**src/rtl/addsub_acc_unit_pkg.sv**
```systemverilog
// Shared definitions for the accumulator stage: opcodes, FSM encoding,
// default datapath width and the packed status-flag bundle.
package addsub_acc_unit_pkg;

  localparam int DEFAULT_WIDTH = 8;

  typedef enum logic [1:0] {
    OP_LOAD = 2'b00,
    OP_ADD  = 2'b01,
    OP_SUB  = 2'b10,
    OP_ADDC = 2'b11
  } op_e;

  typedef enum logic [1:0] {
    ST_IDLE = 2'b00,
    ST_EXEC = 2'b01,
    ST_RESP = 2'b10
  } state_e;

  typedef struct packed {
    logic c;
    logic z;
    logic n;
    logic v;
  } flags_t;

  // Zero detect on an 8-bit slice; wider datapaths use the generic compare in the top.
  function automatic logic is_zero8(input logic [7:0] val);
    return (val == 8'h00);
  endfunction

endpackage

```
**src/rtl/addsub_core.sv**
```systemverilog
// Combinational WIDTH-bit adder/subtractor: S = X + (Y ^ {MODE}) + CI,
// with carry out and signed overflow taken from the effective operands.
module addsub_core #(
  parameter int WIDTH = 8
) (
  input  logic [WIDTH-1:0] x_i,
  input  logic [WIDTH-1:0] y_i,
  input  logic             mode_i,
  input  logic             ci_i,
  output logic [WIDTH-1:0] s_o,
  output logic             co_o,
  output logic             v_o
);

  logic [WIDTH-1:0] y_eff_s;
  logic [WIDTH:0]   sum_s;

  // Single adder; MODE inverts Y so SUB becomes X + ~Y + 1.
  always_comb begin
    y_eff_s = y_i ^ {WIDTH{mode_i}};
    sum_s   = {1'b0, x_i} + {1'b0, y_eff_s} + {{WIDTH{1'b0}}, ci_i};
    s_o     = sum_s[WIDTH-1:0];
    co_o    = sum_s[WIDTH];
    v_o     = (x_i[WIDTH-1] == y_eff_s[WIDTH-1]) & (sum_s[WIDTH-1] != x_i[WIDTH-1]);
  end

endmodule

```
**src/rtl/addsub_acc_unit.sv**
```systemverilog
// Accumulator stage: accepts one command per valid/ready handshake, runs it
// through addsub_core in EXEC, and holds the result in RESP until consumed.
module addsub_acc_unit
  import addsub_acc_unit_pkg::*;
#(
  parameter int WIDTH = DEFAULT_WIDTH
) (
  input  logic             CLK,
  input  logic             RST_N,
  input  logic             IN_VALID,
  output logic             IN_READY,
  input  logic [1:0]       OP,
  input  logic [WIDTH-1:0] D,
  output logic             OUT_VALID,
  input  logic             OUT_READY,
  output logic [WIDTH-1:0] RESULT,
  output logic             FLAG_C,
  output logic             FLAG_Z,
  output logic             FLAG_N,
  output logic             FLAG_V
);

  state_e           state_q, state_d;
  logic             in_ready_q, in_ready_d;
  logic             out_valid_q, out_valid_d;
  logic [1:0]       op_q, op_d;
  logic [WIDTH-1:0] opnd_q, opnd_d;
  logic [WIDTH-1:0] acc_q, acc_d;
  flags_t           flags_q, flags_d;

  logic             hs_s;
  logic             core_mode_s;
  logic             core_ci_s;
  logic [WIDTH-1:0] core_s_s;
  logic             core_co_s;
  logic             core_v_s;

  assign hs_s = IN_VALID & in_ready_q;

  addsub_core #(.WIDTH(WIDTH)) u_core (
    .x_i    (acc_q),
    .y_i    (opnd_q),
    .mode_i (core_mode_s),
    .ci_i   (core_ci_s),
    .s_o    (core_s_s),
    .co_o   (core_co_s),
    .v_o    (core_v_s)
  );

  // State register plus the registered handshake outputs.
  always_ff @(posedge CLK or negedge RST_N) begin
    if (!RST_N) begin
      state_q     <= ST_IDLE;
      in_ready_q  <= 1'b0;
      out_valid_q <= 1'b0;
    end else begin
      state_q     <= state_d;
      in_ready_q  <= in_ready_d;
      out_valid_q <= out_valid_d;
    end
  end

  // Next-state logic.
  always_comb begin
    state_d = state_q;
    case (state_q)
      ST_IDLE: begin
        if (hs_s) begin
          state_d = ST_EXEC;
        end else begin
          state_d = ST_IDLE;
        end
      end
      ST_EXEC: state_d = ST_RESP;
      ST_RESP: begin
        if (OUT_READY) begin
          state_d = ST_IDLE;
        end else begin
          state_d = ST_RESP;
        end
      end
      default: state_d = ST_IDLE;
    endcase
  end

  // Handshake outputs are decoded from the upcoming state so they stay registered.
  always_comb begin
    in_ready_d  = 1'b0;
    out_valid_d = 1'b0;
    case (state_d)
      ST_IDLE: in_ready_d  = 1'b1;
      ST_EXEC: in_ready_d  = 1'b0;
      ST_RESP: out_valid_d = 1'b1;
      default: begin
        in_ready_d  = 1'b0;
        out_valid_d = 1'b0;
      end
    endcase
  end

  // Adder control: only SUB inverts, ADDC feeds back the last carry.
  always_comb begin
    core_mode_s = 1'b0;
    core_ci_s   = 1'b0;
    case (op_q)
      OP_SUB: begin
        core_mode_s = 1'b1;
        core_ci_s   = 1'b1;
      end
      OP_ADDC: begin
        core_mode_s = 1'b0;
        core_ci_s   = flags_q.c;
      end
      default: begin
        core_mode_s = 1'b0;
        core_ci_s   = 1'b0;
      end
    endcase
  end

  // Command capture on the input handshake.
  always_comb begin
    op_d   = op_q;
    opnd_d = opnd_q;
    if (hs_s) begin
      op_d   = OP;
      opnd_d = D;
    end else begin
      op_d   = op_q;
      opnd_d = opnd_q;
    end
  end

  // Accumulator and flag update, only at the end of EXEC; stored carry is flags_q.c.
  always_comb begin
    acc_d   = acc_q;
    flags_d = flags_q;
    if (state_q == ST_EXEC) begin
      if (op_q == OP_LOAD) begin
        acc_d     = opnd_q;
        flags_d.c = 1'b0;
        flags_d.v = 1'b0;
      end else begin
        acc_d     = core_s_s;
        flags_d.c = core_co_s;
        flags_d.v = core_v_s;
      end
      flags_d.z = (acc_d == {WIDTH{1'b0}});
      flags_d.n = acc_d[WIDTH-1];
    end else begin
      acc_d   = acc_q;
      flags_d = flags_q;
    end
  end

  // Datapath registers; reset discards any in-flight command and result.
  always_ff @(posedge CLK or negedge RST_N) begin
    if (!RST_N) begin
      op_q    <= OP_LOAD;
      opnd_q  <= {WIDTH{1'b0}};
      acc_q   <= {WIDTH{1'b0}};
      flags_q <= 4'b0000;
    end else begin
      op_q    <= op_d;
      opnd_q  <= opnd_d;
      acc_q   <= acc_d;
      flags_q <= flags_d;
    end
  end

  assign IN_READY  = in_ready_q;
  assign OUT_VALID = out_valid_q;
  assign RESULT    = acc_q;
  assign FLAG_C    = flags_q.c;
  assign FLAG_Z    = flags_q.z;
  assign FLAG_N    = flags_q.n;
  assign FLAG_V    = flags_q.v;

endmodule

```
**config.mk**
```make
export PLATFORM = sky130hd
export DESIGN_NAME = addsub_acc_unit
export DESIGN_NICKNAME = d
export VERILOG_FILES = /design/src/rtl/addsub_acc_unit_pkg.sv /design/src/rtl/addsub_core.sv /design/src/rtl/addsub_acc_unit.sv
export SDC_FILE = /design/constraint.sdc
export NUM_CORES = 1
export LEC_CHECK = 0
export ABC_CLOCK_PERIOD_IN_PS = 3400
export CORE_MARGIN = 1.5
export CORE_UTILIZATION = 37
export CTS_BUF_LIST = sky130_fd_sc_hd__clkbuf_4 sky130_fd_sc_hd__clkbuf_8
export CTS_CLUSTER_DIAMETER = 30
export CTS_CLUSTER_SIZE = 24
export DETAILED_ROUTE_END_ITERATION = 10
export PLACE_DENSITY = 0.69
export SYNTH_ARGS = -nofsm -noshare
export SYNTH_HDL_FRONTEND = slang
export SYNTH_SLANG_ARGS = --single-unit
```
**constraint.sdc**
```tcl
create_clock -name CLK -period 3.4 [get_ports CLK]
set_input_delay 0.68 -clock CLK [delete_from_list [all_inputs] [get_ports CLK]]
set_output_delay 0.68 -clock CLK [all_outputs]
set_load 0.01 [all_outputs]
```
== After elaboration in Yosys (flattened, before gate mapping) ==
Cells that the tools add are included.

* Register bits: 26
* Input port bits: 14
* Output and inout bits: 14
* Word-level logic and storage cells: 37

* Add/sub/neg operators: 2
* Equal/unequal tests: 7
* Mux-type cells: 11
* Bitwise gates (word level): 3
* Reductions and logical operators: 4

{| class="wikitable"
|+ Operators by type and width
! operator !! count
|-
| two-way mux 8 bit || 2
|-
| adder 8 x 8 -> 9 bit || 1
|-
| adder 9 x 1 -> 9 bit || 1
|-
| equality test 2 bit, second input constant || 4
|-
| logical NOT 8 bit || 1
|-
| XOR 8 bit || 1
|-
| logical NOT 2 bit || 3
|-
| two-way mux 1 bit || 6
|-
| one-hot mux 2 bit (3 select lines) || 1
|-
| AND 1 bit || 2
|-
| equality test 2 x 1 -> 1 bit, second input constant || 1
|-
| two-way mux 2 bit || 1
|-
| one-hot mux 1 bit (2 select lines) || 1
|-
| equality test 1 bit || 1
|-
| != test 1 bit || 1
|}

== Longest topological paths before layout ==
* Word-level depth: 8
* Depth in mapped cells: 12
* Gate-level depth less buffers: 12

== Modules after synthesis ==
From an unflattened synthesis, not the netlist that was laid out.

* Cell total of the unflattened synthesis: 146
* Area, all modules: 1539.0 µm²

{| class="wikitable"
|+ By module, submodules not included
! module !! instances !! cells each !! area an instance (µm²) !! seq. area each (µm²)
|-
| addsub_acc_unit || 1 || 86 || 1066.0 || 625.6
|-
| addsub_core || 1 || 60 || 473.0 || 0.0
|}

== Least setup slack after synthesis ==
Ideal clock, no wire load.

* Kind: flip-flop to flip-flop
* Start point: register op_q[0]
* End point: register acc_q[6] (netlist: RESULT[6])
* Library setup time: 0.125 ns
* Data arrival time: 2.634 ns
* Data required time: 3.275 ns
* Slack: 0.641 ns
* Stages on the path, launching flop included: 13
* Buffers on the path: 0
* Period minus slack after synthesis: 2.759 ns
* Cell sequence: dfrtp_1 -> inv_1 -> nand2_1 -> xor2_1 -> fa_1 -> inv_1 -> fa_1 -> a211oi_1 -> o21bai_1 -> a21oi_1 -> xnor2_1 -> o21ai_0 -> mux2_2

* Longest elaborated chain between the ends: 7
* Elaborated cells between the ends (all ways): 10
* Those cells by class: 2 x add/sub; 2 x eq/ne; 4 x mux; 1 x bitwise; 1 x reduce/logical

{| class="wikitable"
|+ Ends and longest elaborated chain
! what !! line !! RTL
|-
| start: declaration || addsub_acc_unit.sv:26 || <nowiki>logic [1:0] op_q, op_d;</nowiki>
|-
| start signal: assignment || addsub_acc_unit.sv:164 || <nowiki>op_q <= op_d;</nowiki>
|-
| equality test 2 bit || addsub_acc_unit.sv:105 || <nowiki>case (op_q)</nowiki>
|-
| two-way mux 1 bit || addsub_acc_unit.sv:105 ||
|-
| XOR 8 bit || addsub_core.sv:20 || <nowiki>y_eff_s = y_i ^ {WIDTH{mode_i}};</nowiki>
|-
| adder 8 x 8 -> 9 bit || addsub_core.sv:21 || <nowiki>sum_s = {1'b0, x_i} + {1'b0, y_eff_s} + {{WIDTH{1'b0}}, ci_i};</nowiki>
|-
| adder 9 x 1 -> 9 bit || addsub_core.sv:21 ||
|-
| two-way mux 8 bit (*) || addsub_acc_unit.sv:139 || <nowiki>if (op_q == OP_LOAD) begin</nowiki>
|-
| two-way mux 8 bit (*) || addsub_acc_unit.sv:138 || <nowiki>if (state_q == ST_EXEC) begin</nowiki>
|-
| end signal: assignment || addsub_acc_unit.sv:161 || <nowiki>acc_q <= {WIDTH{1'b0}};</nowiki>
|-
| end: declaration || addsub_acc_unit.sv:28 || <nowiki>logic [WIDTH-1:0] acc_q, acc_d;</nowiki>
|}

Every way passes the cells marked *; elsewhere a longest branch is shown, timed or not. The select of a mux whose other input is x is not followed.
A chain may end at the register's enable or synchronous reset.

== Final worst setup path ==
Same ends and word-level chain as after synthesis.

==> results.tsv <==
metric	value	unit
hold path start	FLAG_Z	
share of the synthesized area in the top cell type	0.426	
Final nets	194	
initial antenna violation count	0	
worst-case clock buffer depth	2	
Cell Chain, Critical Path	inv_1 > nand2_1 > xor2_1 > fa_1 > inv_1 > fa_1 > a211oi_1 > o21bai_1 > a21oi_1 > xnor2_1 > o21ai_0 > mux2_2	
clk sinks	25	
Worst R2R Setup Slack	600	ps
# diodes	0	
adder-cell share of the synthesized area	0.0870	
count of cell types in the netlist	36	
Simple-Gate Fraction of Synth Area	0.127	
max-slew violation count	0	
critical path fanouts, max	4	
Fillers	363	
cts repair resizes	0	
setup violators final	0	
Num CTS Buffers	3	
FF/Latch Area	626	um2
xor and xnor area share after synthesis	0.0716	
CP Class	reg2reg	
global-route wire length before repair	5.14	mm
Netlist Area Pre-Place	0.00147	mm2
hpwl dp	2.28	mm
Die Width	66.0	um
pin count of the biggest net entering global routing	26	
worst skew pair latency	260	ps
setup TNS	0	ps
GRT Util Overall	0.151	
Worst Hold End	FLAG_Z	
multiplexer area fraction after synthesis	0.0912	
Worst-path clk slew	80	ps
core region area	0.00374	mm2
Area contributors post-synth	dfrtp_1 43%, mux2_2 8.4%, ha_1 6.0%, xnor2_1 6.0%, nand2_1 4.6%	
Die Height	66.0	um
IO Count	28	
CP startpoint kind	flop	
crit end category	flop	
HP Class	reg2reg	
family with the most delay on the worst path	compound AO/OA/AOI/OAI gates	
vias in the first global route	1150	
slowest stage delay, CP	420	ps
via count	1104	
CP Buf/Inv Count	2	
I/O Buffers	27	
Initial Util	0.392	
antenna violation net count after detailed routing	0	
max frequency	357	MHz
post-synth net total	166	
1st-iter DRT viols	10	
Worst R2R Start	op_q[0]	
WL final	2.92	mm
via/cell ratio	5.06	
syn_area_per_cell	10.3	um2
slowest CP cell	fa_1	
First-pass DRT Iterations	4	
area grow syn2layout	24.6	%
post-synthesis sequential area ratio	0.426	
routed length per instance	13.4	um
worst-case clock skew	1.48	ps
Required @ worst endpoint	3550	ps
FF-to-FF path depth	12	
largest family of logic cells by synthesized area	compound AO/OA/AOI/OAI gates	
outcome	complete, no violations	
Tightest Pin Transition	855	ps
grt total ovfl	0	
complex-gate fraction of the synthesized area	0.164	
critical path arrival	2950	ps
yosys warns	0	
Rel. slew slack	0.428	
root buffer cell	clkbuf_8	
FF+latch count, synth	25	
RSZ-0062 raised after global routing	no	
Post-CTS Hold Buffers	0	
Mapped Cells	143	
r2r endpoint	RESULT[6]	
DR DRC count	0	
Fin. Hold Viols	0	
Die ar.	0.00435	mm2
shortest period the worst path allows	2800	ps
area of the multi-input gates	793	um2
routability cong.	0.887	
htree depth	1	
Hold Path Depth	2	
# rows	22	
post-CTS setup buffers	0	
leading area contributor after synthesis	dfrtp_1	
share of cells above drive strength 1	0.124	
# Max-Cap Violations	0	
CTS tree	built	
Tcrit/Tclk final	0.824	
==> layer usage <==
metal,GRT usage,vias up,part of all wire
met5,0,-,0
met4,0.0332,0,0.0024
met3,0.0307,2,0.036
met2,0.265,19,0.52
met1,0.191,532,0.44
li1,-,551,-
==> logic make-up (layout without fill, tap and decap cells) <==
group	Yosys count	after routing
flip-flops	25	25
buffers and inverters	10	37
XOR/XNOR	12	12
adder cells (fa/ha/maj)	9	9
AND/OR/NAND/NOR	40	40
AO/OA/AOI/OAI	35	35
multiplexers	12	12
==> state kept, by name, summed over array words and instances, names as in the netlist <==
signal     cells
opnd_q         8
IN_READY       1
op_q           2
FLAG_Z         1
state_q        2
FLAG_V         1
OUT_VALID      1
RESULT         8
FLAG_C         1
==> layout make-up <==
class / instances / share of cell area
multi-input cells: 108 / 0.434
flip-flops and latches: 25 / 0.342
repair buffers: 29 / 0.156
well taps: 48 / 0.0329
clock buffers: 4 / 0.0267
inverters: 4 / 0.00821
==> worst reg2reg max path, cell delays in order, from the launching register on <==
cell	delay (ps)
dfrtp_1	400
inv_1	70
nand2_1	70
xor2_1	180
fa_1	230
inv_1	60
fa_1	430
a211oi_1	290
o21bai_1	120
a21oi_1	230
xnor2_1	140
o21ai_0	140
mux2_2	330
==> cell usage in the layout, fill, tap and decap left out, types with 3 or more instances in the layout <==
cell type and n:
dfrtp_1 25, o21ai_0 12, clkdlybuf4s50_1 27, a31oi_1 3, xnor2_1 10, inv_1 4
nand2_1 18, nor2_1 10, clkbuf_8 3, a21oi_1 5, mux2_2 11, ha_1 7
==> metrics by stage <==
stage | cell area (um2) | utilization | cells | hold WS, ps | setup slack (ps)
global route | 1830 | 0.488 | 218 | 506 | 287
global placement | 1780 | 0.475 | 214 | 479 | 712
floorplan | 1470 | - | 143 | 384 | 641
finish | 1830 | 0.488 | 218 | 488 | 597
detailed placement | 1780 | 0.475 | 214 | 479 | 633
CTS | 1830 | 0.488 | 218 | 500 | 592
==> cells in the mapped netlist <==
master	instances
dfrtp_1	25
nand2_1	18
o21ai_0	12
mux2_2	11
nor2_1	10
xnor2_1	10
ha_1	7
a21oi_1	5
clkbuf_1	4
inv_1	4
a31oi_1	3
a211oi_1	2
a21o_1	2
and2_1	2
fa_1	2
nand2b_1	2
nor2b_1	2
o21bai_1	2
or2_1	2
xor2_1	2
a221oi_2	1
buf_4	1
buf_6	1
mux2i_1	1
nand4b_1	1
nor3_1	1
o2111ai_1	1
o211a_1	1
o211ai_1	1
o21a_1	1
o22ai_1	1
o31ai_1	1
o31ai_2	1
o41ai_2	1
or3_1	1
or4_4	1
==> worst max path at each step <==
stage / from / end / slack, ps / depth (start not counted)
CTS: op_q[0] / RESULT[6] / 590 / 12
global placement: op_q[0] / RESULT[6] / 710 / 12
finish: op_q[0] / RESULT[6] / 600 / 12
detailed placement: op_q[0] / RESULT[6] / 630 / 12
global route: op_q[0] / RESULT[6] / 290 / 12
floorplan: op_q[0] / RESULT[6] / 640 / 12
Power is left out: the tool's default activity adds up to more than one toggle a clock period on the data nets, which glitch-free logic cannot reach.
